--- src/rtl/sprite_capture.sv ---
// -----------------------------------------------------------------------------
// sprite_capture
//
// Purpose: deserializes a horizontally mirrored 16x16 sprite from a serial
// pixel stream into sixteen 8-bit bitmap rows. This is the write-side inverse
// of the sprite renderer.
//   - The left half of each line (x = 0..7) is stored as row bits 0..7.
//   - The right half (x = 8..15) is only compared against the stored left half.
//     Any disagreement raises a sticky mismatch flag.
//
// Ports:
//   clk          in   sole clock, rising edge
//   reset        in   asynchronous active-low reset
//   vstart       in   arm capture of a new sprite (accepted only in IDLE)
//   hstart       in   first pixel of a row follows (accepted only in WAIT_HSTART)
//   pixel_in     in   serial pixel, one per clk
//   wr_addr[3:0] out  bitmap RAM row address (registered, held between writes)
//   wr_bits[7:0] out  bitmap row data (registered, held between writes)
//   wr_en        out  one-cycle write strobe, high exactly while in WRITE
//   in_progress  out  high whenever the FSM is not IDLE
//   done         out  one-cycle pulse coincident with the row-15 write
//   mismatch     out  sticky: some right-half pixel was not the mirror of its
//                     left-half counterpart; cleared when vstart is accepted
// -----------------------------------------------------------------------------
module sprite_capture (
  input  logic       clk,
  input  logic       reset,
  input  logic       vstart,
  input  logic       hstart,
  input  logic       pixel_in,
  output logic [3:0] wr_addr,
  output logic [7:0] wr_bits,
  output logic       wr_en,
  output logic       in_progress,
  output logic       done,
  output logic       mismatch
);

  typedef enum logic [1:0] {
    IDLE        = 2'd0,
    WAIT_HSTART = 2'd1,
    SAMPLE      = 2'd2,
    WRITE       = 2'd3
  } state_t;

  state_t     r_state;
  logic [3:0] r_xcount;
  logic [3:0] r_ycount;
  logic [7:0] r_row;
  logic [3:0] r_wr_addr;
  logic [7:0] r_wr_bits;
  logic       r_wr_en;
  logic       r_done;
  logic       r_mismatch;

  // Bit of the stored left half that mirrors the current right-half pixel:
  // x = 8..15 maps to bit 7..0, i.e. the inverted low three bits of xcount.
  logic [2:0] w_mirror_idx;
  assign w_mirror_idx = ~r_xcount[2:0];

  always_ff @(posedge clk or negedge reset) begin
    if (!reset) begin
      r_state    <= IDLE;
      r_xcount   <= 4'd0;
      r_ycount   <= 4'd0;
      r_row      <= 8'd0;
      r_wr_addr  <= 4'd0;
      r_wr_bits  <= 8'd0;
      r_wr_en    <= 1'b0;
      r_done     <= 1'b0;
      r_mismatch <= 1'b0;
    end else begin
      // Strobes default low and are raised only on the edge entering WRITE.
      // As a result, they are high for exactly the one WRITE cycle.
      r_wr_en <= 1'b0;
      r_done  <= 1'b0;

      case (r_state)
        IDLE: begin
          r_ycount <= 4'd0;
          r_xcount <= 4'd0;
          if (vstart) begin
            r_mismatch <= 1'b0;
            r_state    <= WAIT_HSTART;
          end
        end

        WAIT_HSTART: begin
          r_xcount <= 4'd0;
          if (hstart) begin
            r_state <= SAMPLE;
          end
        end

        SAMPLE: begin
          // hstart/vstart are deliberately not looked at here, so a line is
          // never restarted once sampling has begun.
          if (!r_xcount[3]) begin
            r_row[r_xcount[2:0]] <= pixel_in;
          end else if (pixel_in != r_row[w_mirror_idx]) begin
            r_mismatch <= 1'b1;
          end
          r_xcount <= r_xcount + 4'd1;

          if (r_xcount == 4'd15) begin
            // The left half was complete at x = 7, so r_row is final here.
            // The outputs are registered, so they are valid during WRITE.
            r_state   <= WRITE;
            r_wr_en   <= 1'b1;
            r_wr_addr <= r_ycount;
            r_wr_bits <= r_row;
            r_done    <= (r_ycount == 4'd15);
          end
        end

        WRITE: begin
          r_ycount <= r_ycount + 4'd1;
          if (r_ycount == 4'd15) begin
            r_state <= IDLE;
          end else begin
            r_state <= WAIT_HSTART;
          end
        end

        default: r_state <= IDLE;
      endcase
    end
  end

  assign wr_addr     = r_wr_addr;
  assign wr_bits     = r_wr_bits;
  assign wr_en       = r_wr_en;
  assign done        = r_done;
  assign mismatch    = r_mismatch;
  assign in_progress = (r_state != IDLE);

endmodule

--- config.mk ---
export PLATFORM = sky130hd
export DESIGN_NAME = sprite_capture
export DESIGN_NICKNAME = d
export VERILOG_FILES = /design/src/rtl/sprite_capture.sv
export SDC_FILE = /design/constraint.sdc
export NUM_CORES = 1
export LEC_CHECK = 0
export CAP_MARGIN = 0
export CORE_ASPECT_RATIO = 1.2
export CORE_UTILIZATION = 48
export DETAILED_ROUTE_END_ITERATION = 8
export GPL_TIMING_DRIVEN = 0
export PLACE_DENSITY = 0.79
export SLEW_MARGIN = 15
export SYNTH_ARGS = -nofsm -noshare
export SYNTH_HDL_FRONTEND = slang
export SYNTH_SLANG_ARGS = --single-unit
--- constraint.sdc ---
create_clock -name clk -period 1.5 [get_ports clk]
set_input_delay 0.15 -clock clk [delete_from_list [all_inputs] [get_ports clk]]
set_output_delay 0.15 -clock clk [all_outputs]
set_load 0.005 [all_outputs]
==> out/qor.yml <==
period_share: 1.042
rrSetupSlack_ns: -0.06
core_um2: 3110
die-area_um2: 3561
power_frac_clock: 0.203
rows: 22
viasPerCell: 5.455
detail-route-antenna-nets: 0
cp_max_fo: 3
synthesis.area_um2: 1597
drc_errors: 0
yosysSeqAreaShare: 0.5172
ir_drop_uv: 908.7
hold_class: "in2reg"
cts_num_sinks: 33
r2r_cells: 5
fin_nets: 206
finalWirelength_mm: 3.220
hold_viol_final: 0
drt-wirelength-per-cell_um: 13.94
async_reset_ff_frac: 1.000
grt_max_degree: 34
setup_ws_ns: -0.06351
dpl.hpwl_mm: 2.266
p_leak_nw: 0.9835
rsz0062_at_grt: "yes"
vias: 1260
rr_endpoint: "mismatch$_DFFE_PN0P_"
crit_path_end_kind: "register"
num_antenna_cells: 0
cp.arrival_ns: 1.77
cts_buffer_depth: 2
clk_latency_ns: 0.33
layout_common_cells: "nand2_1, dfrtp_1, clkdlybuf4s50_1, o21ai_0, buf_4"
path_class: "reg2reg"
hold_ws_ns: 0.07019
drv_cap: 0
skew_ns: 0.01008
synth.distinct_cells: 26
p_sw_mw: 0.9178
ys_ff_latch: 33
power_density_nw_per_um2: 1357
io_buffers: 19
grt_pass1_wl_mm: 5.637
initial_utilization: 0.5133
status: "finished with violations"
fmax_mhz: 639.6
cp-start-kind: "register"
clkTransAtPathRegs_ns: 0.10
syn_nets: 170
cp-endpoint: "mismatch$_DFFE_PN0P_"
cts-root-buf: "clkbuf_4"
relSlewSlack: 0.5197
first_pass_iters: 4
worst_slew_pin_slew_ns: 0.7204
antenna_found_initial: 0
layout-drive-gt1-share: 0.2564
synth-main-ff-cell: "dfrtp_1"
die_w_um: 54.65
p_seq_frac: 0.405
design.portCount: 21
die_h_um: 65.18
setup_violations: 5
share_comb_of_total_power: 0.393
grt_usage: 0.2211
numCtsBuffers: 5
synth_edf_count: 0
final_common_cell: "nand2_1"
htreeDepth: 2
required_ns: 1.71
grt_pass1_vias: 1283
intPower_mw: 1.870
p_sw_frac: 0.3292
netlist_instances: 158
place_congestion: 0.7856
grt-ovfl-total: 0
syn_to_final_growth_pct: 28.68
startpoint: "r_xcount[0]$_DFFE_PN0P_"
r2r-start: "r_xcount[0]$_DFFE_PN0P_"
violations: "setup timing"
ys_warn_count: 0
cts_tree: "done"
layout_min_cycle_time_ns: 1.564
finalSetupTns_ns: -0.1313
final_core_util: 0.6605
syn_avg_cell_area_um2: 10.10
drv_slew: 0
drt_iter0_markers: 26
flip-flops by register name (all words and copies together), names as in the netlist:
register and flops:
wr_addr 4, r_row 8, mismatch 1, r_xcount 4, done 1, wr_en 1
wr_bits 8, r_state 2, r_ycount 4
critical path, stage by stage, from the launching register on:
cell and delay (ns):
dfrtp_1 0.38, buf_6 0.12, mux4_2 0.48, mux2i_1 0.17, xor2_1 0.21, a21oi_1 0.09
worst min path at each step:
stage	to	depth (start not counted)	from
floorplan	done$_DFF_PN0_	0	reset
global placement	r_row[5]$_DFFE_PN0P_	2	pixel_in
detailed placement	r_state[1]$_DFFE_PN0P_	1	reset
CTS	r_row[3]$_DFFE_PN0P_	2	pixel_in
global route	r_row[3]$_DFFE_PN0P_	2	pixel_in
finish	r_row[3]$_DFFE_PN0P_	2	pixel_in
routing by layer:
layer  up-vias  GRT usage  share of wire
li1        602          -              -
met1       624     0.2779           0.42
met2        26     0.3404           0.53
met3         8    0.07639          0.032
met4         0    0.08654          0.016
met5         -          0              0
stage by stage:
| stage | setup slack, ns | cells | power [mW] | cell area, um^2 |
|---|---|---|---|---|
| after floorplan | -0.02082 | 158 | 1.744 | 1638 |
| after global placement | -0.3331 | 213 | 1.912 | 1873 |
| after detailed placement | -0.1974 | 213 | 1.975 | 1868 |
| after CTS | -0.07526 | 229 | 2.761 | 2016 |
| after global routing | -0.1253 | 231 | 2.989 | 2054 |
| final | -0.06351 | 231 | 2.788 | 2054 |
final cells by class:
type / count / area (um^2)
buffer: 5 / 52.55
clock buffer: 7 / 65.06
clock inverter: 1 / 5.005
fill: 228 / 1056
inverter: 7 / 28.78
multi-input combinational: 111 / 754.5
sequential: 33 / 827.0
tap: 36 / 45.04
timing repair buffer: 31 / 276.5
cell families (layout without fill, tap and decap cells):
logic type | Yosys count | after routing | share of synthesized area
AOI/OAI and AO/OA | 22 | 22 | 0.08229
xor gates and xnor gates | 1 | 1 | 0.005487
adders and majority gates | 7 | 7 | 0.05486
buffers and inverters | 14 | 51 | 0.04938
DFF | 33 | 33 | 0.5172
muxes | 11 | 11 | 0.09561
and+or+nand+nor | 70 | 70 | 0.1951
power by group through the flow:
stage / logic [mW] / registers (mW) / clock network (mW)
after CTS: 1.07 / 1.12 / 0.576
after detailed placement: 0.814 / 1.16 / 0
after global routing: 1.23 / 1.15 / 0.617
final: 1.10 / 1.13 / 0.565
after global placement: 0.764 / 1.15 / 0
after floorplan: 0.625 / 1.12 / 0
cell usage after synthesis, types with 3 or more instances:
master	n	area, um^2
a21o_1	4	30.03
a21oi_1	3	15.01
clkbuf_1	3	11.26
dfrtp_1	33	825.8
ha_1	7	87.58
inv_1	7	26.28
mux2_2	8	90.09
nand2_1	47	176.4
nand2b_1	4	25.02
nand3_1	5	25.02
nand3b_1	3	22.52
nor2_1	3	11.26
nor3b_1	3	22.52
o21ai_0	12	60.06
what timing repair did:
action	in CTS	in global routing
hold endpoints to repair	33	0
hold buffers	1	0
endpoints found under the setup margin	24	24
pin swaps	8	6
resized for setup	12	16
buffers inserted	8	3
(Power assumes the default switching activity.)
